===== config.mk =====
export PLATFORM = sky130hd
export DESIGN_NAME = csr_trap_ctrl_flat
export DESIGN_NICKNAME = d
export VERILOG_FILES = /design/src/rtl/csr_trap_ctrl_if.sv /design/src/rtl/csr_trap_ctrl.sv /design/src/flat_wrapper.sv
export SDC_FILE = /design/constraint.sdc
export NUM_CORES = 1
export LEC_CHECK = 0
export CAP_MARGIN = 20
export CORE_ASPECT_RATIO = 0.6
export CORE_MARGIN = 2
export CORE_UTILIZATION = 30
export DETAILED_ROUTE_END_ITERATION = 8
export SYNTH_ARGS = -nofsm -noshare
export SYNTH_HDL_FRONTEND = slang
export SYNTH_SLANG_ARGS = --single-unit

===== constraint.sdc =====
create_clock -name clk -period 1.61 [get_ports clk]
set_clock_uncertainty 0.2 [all_clocks]
set_input_delay 0.161 -clock clk [delete_from_list [all_inputs] [get_ports clk]]
set_output_delay 0.161 -clock clk [all_outputs]
set_load 0.01 [all_outputs]

===== src/rtl/csr_trap_ctrl_if.sv =====
// Trap-sequencer bus: execute-side trap handshake, CSR file port, fetch redirect and stall.
// The controller connects through the slave modport; execute/CSR/fetch side uses master.
interface csr_trap_ctrl_if #(
  parameter int CSR_AW = 12
);
  logic              trap_valid;
  logic [1:0]        trap_type;
  logic [31:0]       trap_pc;
  logic              trap_ready;
  logic [CSR_AW-1:0] csr_rd_addr;
  logic [31:0]       csr_rd_data;
  logic              csr_wr_en;
  logic [CSR_AW-1:0] csr_wr_addr;
  logic [31:0]       csr_wr_data;
  logic              redirect_valid;
  logic [31:0]       redirect_pc;
  logic              stall;

  modport slave (
    input  trap_valid, trap_type, trap_pc, csr_rd_data,
    output trap_ready, csr_rd_addr, csr_wr_en, csr_wr_addr, csr_wr_data,
           redirect_valid, redirect_pc, stall
  );

  modport master (
    output trap_valid, trap_type, trap_pc, csr_rd_data,
    input  trap_ready, csr_rd_addr, csr_wr_en, csr_wr_addr, csr_wr_data,
           redirect_valid, redirect_pc, stall
  );
endinterface


===== src/rtl/csr_trap_ctrl.sv =====
// Machine-mode trap sequencer: ecall/ebreak/mret -> CSR read/write sequence -> PC redirect.
// Optional TRAP_MTVAL_EN adds a T_TVAL state writing mtval on the trap path.
module csr_trap_ctrl #(
  parameter int          CSR_AW        = 12,
  parameter logic [31:0] MCAUSE_ECALL  = 32'd11,
  parameter logic [31:0] MCAUSE_EBREAK = 32'd3
) (
  input logic               clk,
  input logic               rst,
  csr_trap_ctrl_if.slave    bus
);

  localparam logic [CSR_AW-1:0] A_MSTATUS = CSR_AW'(12'h300);
  localparam logic [CSR_AW-1:0] A_MTVEC   = CSR_AW'(12'h305);
  localparam logic [CSR_AW-1:0] A_MEPC    = CSR_AW'(12'h341);
  localparam logic [CSR_AW-1:0] A_MCAUSE  = CSR_AW'(12'h342);
`ifdef TRAP_MTVAL_EN
  localparam logic [CSR_AW-1:0] A_MTVAL   = CSR_AW'(12'h343);
`endif

  typedef enum logic [1:0] {
    TT_NONE   = 2'b00,
    TT_ECALL  = 2'b01,
    TT_EBREAK = 2'b10,
    TT_MRET   = 2'b11
  } trap_type_t;

  typedef enum logic [3:0] {
    IDLE,
    T_EPC,
    T_CAUSE,
`ifdef TRAP_MTVAL_EN
    T_TVAL,
`endif
    T_STATUS,
    T_VEC,
    R_STATUS,
    R_EPC,
    REDIR
  } state_t;

  state_t            state, state_d;
  logic [31:0]       lat_pc;
  logic [1:0]        lat_type;
  logic [31:0]       target, target_d;
  logic              accept;
  logic              wr_en_c;
  logic [CSR_AW-1:0] wr_addr_c;
  logic [31:0]       wr_data_c;
  logic              redir_c;
  logic [31:0]       mstatus_new;

  assign bus.trap_ready = (state == IDLE);
  assign accept = bus.trap_valid && (state == IDLE) && (bus.trap_type != TT_NONE);
  assign bus.stall = (state != IDLE) || (bus.trap_valid && (bus.trap_type != TT_NONE));

  always_ff @(posedge clk) begin
    if (rst) begin
      state    <= IDLE;
      lat_pc   <= '0;
      lat_type <= '0;
      target   <= '0;
    end else begin
      state  <= state_d;
      target <= target_d;
      if (accept) begin
        lat_pc   <= bus.trap_pc;
        lat_type <= bus.trap_type;
      end
    end
  end

  always_comb begin
    state_d         = state;
    target_d        = target;
    bus.csr_rd_addr = '0;
    wr_en_c         = 1'b0;
    wr_addr_c       = '0;
    wr_data_c       = '0;
    redir_c         = 1'b0;
    mstatus_new     = bus.csr_rd_data;
    unique case (state)
      IDLE: begin
        if (accept)
          state_d = (bus.trap_type == TT_MRET) ? R_STATUS : T_EPC;
      end
      T_EPC: begin
        wr_en_c   = 1'b1;
        wr_addr_c = A_MEPC;
        wr_data_c = lat_pc;
        state_d   = T_CAUSE;
      end
      T_CAUSE: begin
        wr_en_c   = 1'b1;
        wr_addr_c = A_MCAUSE;
        wr_data_c = (lat_type == TT_EBREAK) ? MCAUSE_EBREAK : MCAUSE_ECALL;
`ifdef TRAP_MTVAL_EN
        state_d   = T_TVAL;
`else
        state_d   = T_STATUS;
`endif
      end
`ifdef TRAP_MTVAL_EN
      T_TVAL: begin
        wr_en_c   = 1'b1;
        wr_addr_c = A_MTVAL;
        wr_data_c = (lat_type == TT_EBREAK) ? lat_pc : '0;
        state_d   = T_STATUS;
      end
`endif
      // Read-modify-write in one cycle: combinational read, write commits at the edge.
      T_STATUS: begin
        bus.csr_rd_addr    = A_MSTATUS;
        mstatus_new[7]     = bus.csr_rd_data[3];
        mstatus_new[3]     = 1'b0;
        mstatus_new[12:11] = 2'b11;
        wr_en_c            = 1'b1;
        wr_addr_c          = A_MSTATUS;
        wr_data_c          = mstatus_new;
        state_d            = T_VEC;
      end
      T_VEC: begin
        bus.csr_rd_addr = A_MTVEC;
        target_d        = {bus.csr_rd_data[31:2], 2'b00};
        state_d         = REDIR;
      end
      R_STATUS: begin
        bus.csr_rd_addr    = A_MSTATUS;
        mstatus_new[3]     = bus.csr_rd_data[7];
        mstatus_new[7]     = 1'b1;
        mstatus_new[12:11] = 2'b11;
        wr_en_c            = 1'b1;
        wr_addr_c          = A_MSTATUS;
        wr_data_c          = mstatus_new;
        state_d            = R_EPC;
      end
      R_EPC: begin
        bus.csr_rd_addr = A_MEPC;
        target_d        = bus.csr_rd_data;
        state_d         = REDIR;
      end
      REDIR: begin
        redir_c = 1'b1;
        state_d = IDLE;
      end
      default: state_d = IDLE;
    endcase
  end

  // Reset suppresses the write/redirect of the state being abandoned at this edge.
  assign bus.csr_wr_en      = wr_en_c && !rst;
  assign bus.csr_wr_addr    = (wr_en_c && !rst) ? wr_addr_c : '0;
  assign bus.csr_wr_data    = (wr_en_c && !rst) ? wr_data_c : '0;
  assign bus.redirect_valid = redir_c && !rst;
  assign bus.redirect_pc    = (redir_c && !rst) ? target : '0;

endmodule


===== src/flat_wrapper.sv =====
// flat-port wrapper written by rule: the top's interface ports become plain ports
module csr_trap_ctrl_flat 
#(
  parameter int          CSR_AW        = 12,
  parameter logic [31:0] MCAUSE_ECALL  = 32'd11,
  parameter logic [31:0] MCAUSE_EBREAK = 32'd3
)
  (clk, rst, bus_trap_valid, bus_trap_type, bus_trap_pc, bus_csr_rd_data, bus_trap_ready, bus_csr_rd_addr, bus_csr_wr_en, bus_csr_wr_addr, bus_csr_wr_data, bus_redirect_valid, bus_redirect_pc, bus_stall);
  csr_trap_ctrl_if #(.CSR_AW(CSR_AW)) bus_i ();
  input logic clk;
  input logic rst;
  input wire logic [$bits(bus_i.trap_valid)-1:0] bus_trap_valid;
  input wire logic [$bits(bus_i.trap_type)-1:0] bus_trap_type;
  input wire logic [$bits(bus_i.trap_pc)-1:0] bus_trap_pc;
  input wire logic [$bits(bus_i.csr_rd_data)-1:0] bus_csr_rd_data;
  output wire logic [$bits(bus_i.trap_ready)-1:0] bus_trap_ready;
  output wire logic [$bits(bus_i.csr_rd_addr)-1:0] bus_csr_rd_addr;
  output wire logic [$bits(bus_i.csr_wr_en)-1:0] bus_csr_wr_en;
  output wire logic [$bits(bus_i.csr_wr_addr)-1:0] bus_csr_wr_addr;
  output wire logic [$bits(bus_i.csr_wr_data)-1:0] bus_csr_wr_data;
  output wire logic [$bits(bus_i.redirect_valid)-1:0] bus_redirect_valid;
  output wire logic [$bits(bus_i.redirect_pc)-1:0] bus_redirect_pc;
  output wire logic [$bits(bus_i.stall)-1:0] bus_stall;
  assign bus_i.trap_valid = bus_trap_valid;
  assign bus_i.trap_type = bus_trap_type;
  assign bus_i.trap_pc = bus_trap_pc;
  assign bus_i.csr_rd_data = bus_csr_rd_data;
  assign bus_trap_ready = bus_i.trap_ready;
  assign bus_csr_rd_addr = bus_i.csr_rd_addr;
  assign bus_csr_wr_en = bus_i.csr_wr_en;
  assign bus_csr_wr_addr = bus_i.csr_wr_addr;
  assign bus_csr_wr_data = bus_i.csr_wr_data;
  assign bus_redirect_valid = bus_i.redirect_valid;
  assign bus_redirect_pc = bus_i.redirect_pc;
  assign bus_stall = bus_i.stall;
  csr_trap_ctrl #(.CSR_AW(CSR_AW), .MCAUSE_ECALL(MCAUSE_ECALL), .MCAUSE_EBREAK(MCAUSE_EBREAK)) u_core (.clk(clk), .rst(rst), .bus(bus_i));
endmodule

==> metrics.txt, run 1 <==
synthesized area per cell 8.20 µm²; first-pass GRT wire length 23,300 µm; largest net degree at the start of global routing 68; Synth top cells by count 69 x dfxtp_1, 69 x nand2_1, 66 x nand2b_1, 37 x a21oi_1; failing checks setup timing; final setup fails 143; P per Cell Area 1060 nW/µm²; post-synthesis cell type count 34; clk root buf clkbuf_16; Starting Density 30.9%; synthesis-stage register bit count 69; Yosys top cell by area dfxtp_1; Final period util 131%; placed cells 776; vias in the first global route 4,172; PortBufs 146; Wirelength per Cell 19.2 µm; GRT Residual Overflow 0; largest cells by area after synthesis dfxtp_1 37%, nand2b_1 11%, mux2i_1 8.5%, nand2_1 6.9%, a32oi_1 6.5%; clk_lat worst skew 0.33 ns; CP arrival 1.74 ns; crit path launch u_core.state[1]; initial antenna violation count 0; Peak VDD IR 0.728 mV; Synth Flop Type dfxtp_1; Final ANT Viol Nets 0; internal reg-to-reg setup slack -0.32 ns; Worst EP required 1.25 ns; Slew Limit Fails 0; Hold WS 0.148 ns; reg2reg end u_core.lat_pc[26]; Yosys warnings 0; endpoint class of the critical path output pin; area grow syn2layout 99.2%; Reg2Reg Depth 8; register area share after synthesis 36.8%; status finished with violations; standard-cell rows 31; Reg-to-Reg Start u_core.state[2]; Setup CP Type reg -> out; clock-pin slew on the worst setup and hold paths 0.05 ns; Final min period 2.10 ns; Max Cap Viol 0; H-tree depth 3; design area 7480 µm²; Least-Margin Pin Slew 0.599 ns; Leak Pwr 3.15 nW; crit path max fanout 6; DP Area 5590 µm²; residual DRC count 0; iteration-0 DRC count of the detailed router 215; Synth top area share 36.8%; pre-CTS WS -0.559 ns; Worst setup endpoint bus_csr_wr_data[28]; Mapped Cells 458; Cell Count, Final, Fillers Out 851; EDFF count, synth 0; Hold-fix buffers, CTS 0; asr flop ratio synth 0%; maximum clock path buffer count 2; fmax 0.476 GHz; Top Ports 161; die height 90.6 µm; CTS tree yes; Final Hold Fails 0; Mapped Area 3750 µm²; final worst setup slack -0.491 ns; Overall Global Routing Usage 22.4%; Nets 750; total power 7.96 mW; routability cong. 0.936; DP Wirelength 9840 µm; DR vias 4,210; # clock sinks 69; Via density 4.95; layout cells sized above 1 51.3%; routed wire length 16,300 µm; core area 12,100 µm²; die area 13,500 µm²; CTS Buf Count 9; die width 148 µm; Ant. Diodes 0; Slew headroom 60.1%; worst hold-check path type in -> reg; RSZ-0062 raised after global routing true; CP Launch Type register; DR pass1 iterations 4
[area by class of cell]
| class | instances | area, µm² |
|---|---|---|
| Inverter | 5 | 36.3 |
| Timing Repair Buffer | 255 | 2680 |
| Sequential cell | 69 | 1390 |
| Clock inverter | 4 | 70.1 |
| Multi-Input combinational cell | 341 | 2830 |
| Tap cell | 165 | 206 |
| Clock buffer | 12 | 256 |
| Fill cell | 991 | 4660 |
[critical path, cell delays in order (launching register included)]
cell	delay (ns)
dfxtp_4	0.37
buf_6	0.13
xor2_4	0.18
buf_12	0.14
buf_12	0.13
a32oi_2	0.24
nor2_2	0.07
buf_2	0.14
[per-layer routing]
layer	up-vias	wire, µm	GRT usage (%)
met4	0	72	3.65
li1	1964	-	-
met5	-	0	0
met1	2077	7710	32.2
met3	10	1040	6.36
met2	159	7480	33.7
[power by group]
part | switching, mW | internal, mW
clock | 0.729 | 1.44
combinational | 1.76 | 1.96
sequential | 0.167 | 1.91
total | 2.65 | 5.30
[state kept, by name, summed over array words and instances, names as in the netlist]
signal           flops
u_core.target       32
u_core.lat_pc       32
u_core.state         3
u_core.lat_type      2
[cells by family (layout without fill, tap and decap cells)]
family / after synthesis / after routing / synth area share, %
AO/OA/AOI/OAI: 77 / 77 / 13.7
other: 1 / 14 / 0.0999
flip-flops: 69 / 69 / 36.8
buffers and inverters: 61 / 276 / 9.77
multiplexers: 35 / 35 / 9.43
AND/OR/NAND/NOR: 214 / 214 / 29.7
XOR/XNOR: 1 / 1 / 0.433
[worst min-delay path by stage]
stage	start	end	slack, ns	depth (start not counted)
floorplan	bus_csr_rd_data[10]	u_core.target[10]	0.1	2
global placement	u_core.target[21]	u_core.target[21]	0.24	2
detailed placement	u_core.target[17]	u_core.target[17]	0.24	2
CTS	rst	u_core.lat_pc[0]	0.13	3
global route	rst	u_core.lat_type[1]	0.17	3
finish	rst	u_core.lat_type[1]	0.15	3
[per-stage QoR]
stage | util, % | TNS [ns]
6_report | 61.6 | -40.56
4_1_cts | 55.0 | -47.52
5_1_grt | 61.6 | -48.70
3_3_place_gp | 46.0 | -41.32
3_5_place_dp | 46.0 | -44.48
2_1_floorplan | - | -0.109
[cell usage in the layout (no fill, tap or decap), types with 3 or more instances in the layout]
| cell | netlist | routed |
|---|---|---|
| conb_1 | 1 | 14 |
| a21oi_2 | 0 | 32 |
| buf_4 | 20 | 42 |
| and2_1 | 32 | 18 |
| nor2_1 | 32 | 18 |
| clkdlybuf4s50_1 | 0 | 67 |
| a21oi_1 | 37 | 5 |
| dfxtp_4 | 0 | 3 |
| mux2i_1 | 32 | 32 |
| buf_8 | 0 | 10 |
| nand2b_1 | 66 | 65 |
| dfxtp_1 | 69 | 66 |
| nor2_2 | 0 | 7 |
| buf_16 | 0 | 5 |
| and2_4 | 0 | 14 |
| nor2_4 | 0 | 7 |
| a32oi_1 | 28 | 9 |
| a32oi_4 | 0 | 4 |
| a32oi_2 | 0 | 15 |
| buf_2 | 14 | 49 |
| mux2_2 | 3 | 3 |
| clkbuf_16 | 0 | 13 |
| buf_12 | 0 | 21 |
| buf_6 | 6 | 57 |
| nand2_1 | 69 | 31 |
| nand2_2 | 0 | 10 |
| nand2_4 | 0 | 28 |
[timing repair]
action                                  4_1_cts  5_1_grt
setup buffers                                44       12
gates cloned                                 13        4
endpoints found under the setup margin      137      147
pin swaps                                    40       58
resized for setup                           433      180
(Power assumes the default switching activity.)
==> run 2: changes to the inputs <==
GPL_ROUTABILITY_DRIVEN = 0   (was unset)
clock period = 1.76 ns   (was 1.61 ns; I/O delays follow)
==> metrics.txt, run 2 (synthesis results as in run 1) <==
status finished with violations (unchanged); failing checks setup timing (unchanged); CP Launch Type register (unchanged); Least-Margin Pin Slew 0.504 ns (was 0.599 ns); clk root buf clkbuf_16 (unchanged); die area 13,500 µm² (unchanged); Leak Pwr 2.61 nW (was 3.15 nW); Overall Global Routing Usage 21.1% (was 22.4%); crit path max fanout 6 (unchanged); CP arrival 1.68 ns (was 1.74 ns); Via density 4.71 (was 4.95); layout cells sized above 1 34.7% (was 51.3%); iteration-0 DRC count of the detailed router 257 (was 215); largest net degree at the start of global routing 58 (was 68); worst hold-check path type in -> reg (unchanged); H-tree depth 3 (unchanged); Starting Density 30.9% (unchanged); standard-cell rows 31 (unchanged); die width 148 µm (unchanged); pre-CTS WS -0.421 ns (was -0.559 ns); Slew headroom 66.2% (was 60.1%); fmax 0.485 GHz; clock-pin slew on the worst setup and hold paths 0.06 ns (was 0.05 ns); endpoint class of the critical path output pin (unchanged); internal reg-to-reg setup slack 0.04 ns (was -0.32 ns); Final period util 117%; Final Core Density 51.5% (was 61.6%); maximum clock path buffer count 2 (unchanged); DR vias 3,911 (was 4,210); biggest regs u_core.lat_pc: 32 flops, u_core.target: 32 flops, u_core.state: 3 flops (unchanged); CTS tree yes (unchanged); clk_lat worst skew 0.32 ns (was 0.33 ns); Nets 729 (was 750); Setup CP Type reg -> out (unchanged); die height 90.6 µm (unchanged); # clock sinks 69 (unchanged); final setup fails 73 (was 143); P per Cell Area 1010 nW/µm² (was 1060 nW/µm²); Final ANT Viol Nets 0 (unchanged); residual DRC count 0 (unchanged); Top Ports 161 (unchanged); Slew Limit Fails 0 (unchanged); Worst EP required 1.38 ns (was 1.25 ns); Final min period 2.06 ns; routed wire length 14,200 µm (was 16,300 µm); core area 12,100 µm² (unchanged); Wirelength per Cell 17.1 µm (was 19.2 µm); final worst setup slack -0.301 ns (was -0.491 ns); GRT Residual Overflow 0 (unchanged); initial antenna violation count 1 (was 0); commonest non-fill, non-tap cells in the layout 67 x clkdlybuf4s50_1, 67 x buf_2, 66 x nand2_1, 66 x dfxtp_1, 65 x nand2b_1 (was 67 x clkdlybuf4s50_1, 66 x dfxtp_1, 65 x nand2b_1, 57 x buf_6, 49 x buf_2); PortBufs 146 (unchanged); DR pass1 iterations 4 (unchanged); area grow syn2layout 66.4% (was 99.2%); Hold-fix buffers, CTS 0 (unchanged); Final Hold Fails 0 (unchanged); CTS Buf Count 9 (unchanged); RSZ-0062 raised after global routing true (unchanged); vias in the first global route 3,825 (was 4,172); Cell Count, Final, Fillers Out 830 (was 851); DP Wirelength 10,200 µm (was 9840 µm); Max Cap Viol 0 (unchanged); fillers 1,171 (was 991); placed cells 780 (was 776); Ant. Diodes 0 (unchanged); first-pass GRT wire length 22,000 µm (was 23,300 µm); Peak VDD IR 0.590 mV (was 0.728 mV)
## run 2: per-stage QoR
step	power [mW]	TNS [ns]	hold slack, ns	area [µm²]
2_1_floorplan	2.90	0	0.112	3810
3_3_place_gp	3.63	-29.27	0.240	5560
3_5_place_dp	3.67	-32.62	0.246	5560
4_1_cts	6.16	-16.07	0.204	6060
5_1_grt	6.63	-18.10	0.211	6250
6_report	6.33	-12.61	0.215	6250
## run 2: final cells by class
class	instances	area [µm²]	area share (%)
Timing Repair Buffer	234	2030	32.4
Clock buffer	12	256	4.11
Clock inverter	4	77.6	1.24
Tap cell	165	206	3.30
Inverter	5	21.3	0.340
Multi-Input combinational cell	341	2270	36.3
Sequential cell	69	1390	22.3
## run 2: layer usage
metal,global-route usage (%),share of wire [%],vias to the layer above
met3,6.26,9.4,17
met5,0,0,-
met1,31.8,49,1825
li1,-,-,1914
met2,29.5,40,155
met4,3.81,0.91,0
## run 2: report_power, final
part / total [mW] / internal, mW / switching, mW
registers: 1.88 / 1.74 / 0.140
logic: 2.44 / 1.25 / 1.20
clock network: 2.00 / 1.33 / 0.670
## run 2: repair_timing
item / 4_1_cts / 5_1_grt
gates resized for setup: 373 / 45
pin swaps: 24 / 25
gates cloned: 4 / 3
setup endpoints to repair: 112 / 109
buffers inserted: 25 / 6
## run 2: worst paths after layout
| check | start | endpoint | depth (start not counted) |
|---|---|---|---|
| hold / removal | bus_trap_pc[31] | u_core.lat_pc[31] | 3 |
| setup / recovery | u_core.state[1] | bus_csr_wr_data[30] | 7 |
| hold reg to reg | u_core.target[21] | u_core.target[21] | 2 |
| setup reg to reg | u_core.state[1] | u_core.lat_pc[21] | 6 |
## run 2: worst max-delay path, stage by stage (launching register included)
cell and delay (ns):
dfxtp_4 0.36, buf_6 0.13, and2b_2 0.22, o21bai_4 0.18, buf_6 0.15, buf_8 0.13
nor2_1 0.05, buf_2 0.14
==> run 3: changes to the inputs <==
SLEW_MARGIN = 20   (was unset)
TNS_END_PERCENT = 50   (was unset)
==> metrics.txt, run 3 (synthesis results as in run 1) <==
status finished with violations (unchanged); failing checks setup timing (unchanged); core area 12,100 µm² (unchanged); fmax 0.482 GHz (was 0.485 GHz); Slew Limit Fails 0 (unchanged); Sw Share 31.5% (was 31.7%); P per Cell Area 986 nW/µm² (was 1010 nW/µm²); CP Launch Type register (unchanged); final setup TNS -17.93 ns (was -12.61 ns); # clock sinks 69 (unchanged); Clk pwr share 31.9% (was 31.6%); Reg2Reg Depth 6 (unchanged); die area 13,500 µm² (unchanged); RSZ-0062 raised after global routing true (unchanged); Hold-fix buffers, CTS 0 (unchanged); vias in the first global route 3,808 (was 3,825); maximum clock path buffer count 2 (unchanged); crit path max fanout 6 (unchanged); Max Cap Viol 0 (unchanged); Final Hold Fails 0 (unchanged); Final min period 2.07 ns (was 2.06 ns); DP Wirelength 10,200 µm (unchanged); Via density 4.73 (was 4.71); CP arrival 1.70 ns (was 1.68 ns); Critical-path top delay cell dfxtp_4 (unchanged); first-pass GRT wire length 21,900 µm (was 22,000 µm); layout cells sized above 1 35.6% (was 34.7%); NetSw 1.97 mW (was 2.01 mW); Hold Path Cell Cnt 3 (unchanged); clock-pin slew on the worst setup and hold paths 0.06 ns (about the same); iteration-0 DRC count of the detailed router 279 (was 257); placed cells 780 (unchanged); Slew headroom 66.9% (was 66.2%); PortBufs 146 (unchanged); area grow syn2layout 68.8% (was 66.4%); Setup CP Type reg -> out (unchanged); clk_lat worst skew 0.32 ns (about the same); commonest non-fill, non-tap cell in the layout clkdlybuf4s50_1; Cell Count, Final, Fillers Out 834 (was 830); Leak Pwr 2.64 nW (was 2.61 nW); routed wire length 14,200 µm (about the same); Ant. Diodes 0 (unchanged); Final period util 118% (was 117%); design area 6340 µm² (was 6250 µm²); endpoint class of the critical path output pin (unchanged); CP Cell Sequence buf_6 > and2b_2 > o21bai_4 > buf_6 > buf_8 > nor2_1 > buf_2 (unchanged); Overall Global Routing Usage 20.9% (was 21.1%); residual DRC count 0 (unchanged); total power 6.25 mW (was 6.33 mW); GRT Residual Overflow 0 (unchanged); DR vias 3,942 (was 3,911); commonest non-fill, non-tap cells in the layout 67 x clkdlybuf4s50_1, 66 x nand2_1, 66 x dfxtp_1, 65 x nand2b_1, 59 x buf_2 (was 67 x clkdlybuf4s50_1, 67 x buf_2, 66 x nand2_1, 66 x dfxtp_1, 65 x nand2b_1); H-tree depth 3 (unchanged); Least-Margin Pin Slew 0.493 ns (was 0.504 ns); Starting Density 30.9% (unchanged); CP dominant cell by count buf_6 (unchanged); Crit path max-delay family buffers and inverters (unchanged); largest net degree at the start of global routing 58 (unchanged); Wirelength per Cell 17.0 µm (was 17.1 µm); fillers 1,156 (was 1,171); CTS Buf Count 9 (unchanged); die width 148 µm (unchanged); Top Ports 161 (unchanged); Worst EP required 1.38 ns (about the same); Int Power 4.28 mW (was 4.32 mW); Comb power frac 38.0% (was 38.6%); worst hold-check path type in -> reg (unchanged); Nets 733 (was 729); initial antenna violation count 1 (unchanged); Peak VDD IR 0.571 mV (was 0.590 mV); pre-CTS WS -0.421 ns (unchanged); final setup fails 105 (was 73); Buf/Inv on CP 4 (unchanged); part of the power in registers 30.1% (was 29.8%); biggest regs u_core.lat_pc: 32 flops, u_core.target: 32 flops, u_core.state: 3 flops (unchanged); DP Area 5560 µm² (unchanged); DR pass1 iterations 5 (was 4); final worst setup slack -0.313 ns (was -0.301 ns); standard-cell rows 31 (unchanged); CP peak stage delay 0.36 ns (about the same); Crit path depth 7 (unchanged); clk root buf clkbuf_16 (unchanged); Final ANT Viol Nets 0 (unchanged); die height 90.6 µm (unchanged); CTS tree yes (unchanged)
-- run 3: per-stage QoR --
| stage | hold slack (ns) | utilization, % |
|---|---|---|
| 6_report | 0.216 | 52.2 |
| 4_1_cts | 0.204 | 49.5 |
| 3_3_place_gp | 0.240 | 45.8 |
| 5_1_grt | 0.211 | 52.2 |
| 3_5_place_dp | 0.246 | 45.8 |
| 2_1_floorplan | 0.112 | - |
-- run 3: path summary, 6_finish.rpt --
check,start,to,slack [ns]
min reg2reg,u_core.target[21],u_core.target[21],0.25
max reg2reg,u_core.state[2],u_core.lat_pc[25],-0.12
min,bus_trap_pc[31],u_core.lat_pc[31],0.22
max,u_core.state[1],bus_csr_wr_data[29],-0.31
-- run 3: layout make-up --
cell class	count	area [µm²]	share of cell area, %
clock buffers	12	256	4.05
clock inverters	4	77.6	1.22
inverters	5	21.3	0.336
multi-input cells	341	2270	35.9
flip-flops and latches	69	1390	22.0
well taps	165	206	3.26
repair buffers	238	2110	33.3
-- run 3: tightest hold or removal path, delay by kind of cell --
| family | cells | cell delay (ns) |
|---|---|---|
| buf+inv | 1 | 0.39 |
| simple gates | 1 | 0.06 |
| mux | 1 | 0.06 |
-- run 3: metal layers --
layer  track usage (%)  vias to the layer above  part of all wire (%)
li1                  -                     1926                     -
met1              31.9                     1854                    51
met2              29.1                      151                    41
met3              5.66                       11                   7.5
met4              3.89                        0                  0.70
met5                 0                        -                     0
-- run 3: timing repair --
item | in CTS | in global routing
hold endpoints to repair | 0 | 0
gates resized for setup | 369 | 62
gates cloned | 3 | 4
endpoints found under the setup margin | 112 | 109
buffers inserted | 25 | 10
pin swaps | 23 | 20
-- run 3: power groups by stage --
stage | clock [mW] | combinational, mW | sequential [mW]
3_3_place_gp | 0 | 1.73 | 1.90
6_report | 1.99 | 2.37 | 1.88
4_1_cts | 2.04 | 2.20 | 1.87
3_5_place_dp | 0 | 1.77 | 1.91
2_1_floorplan | 0 | 1.07 | 1.83
5_1_grt | 2.13 | 2.52 | 1.90
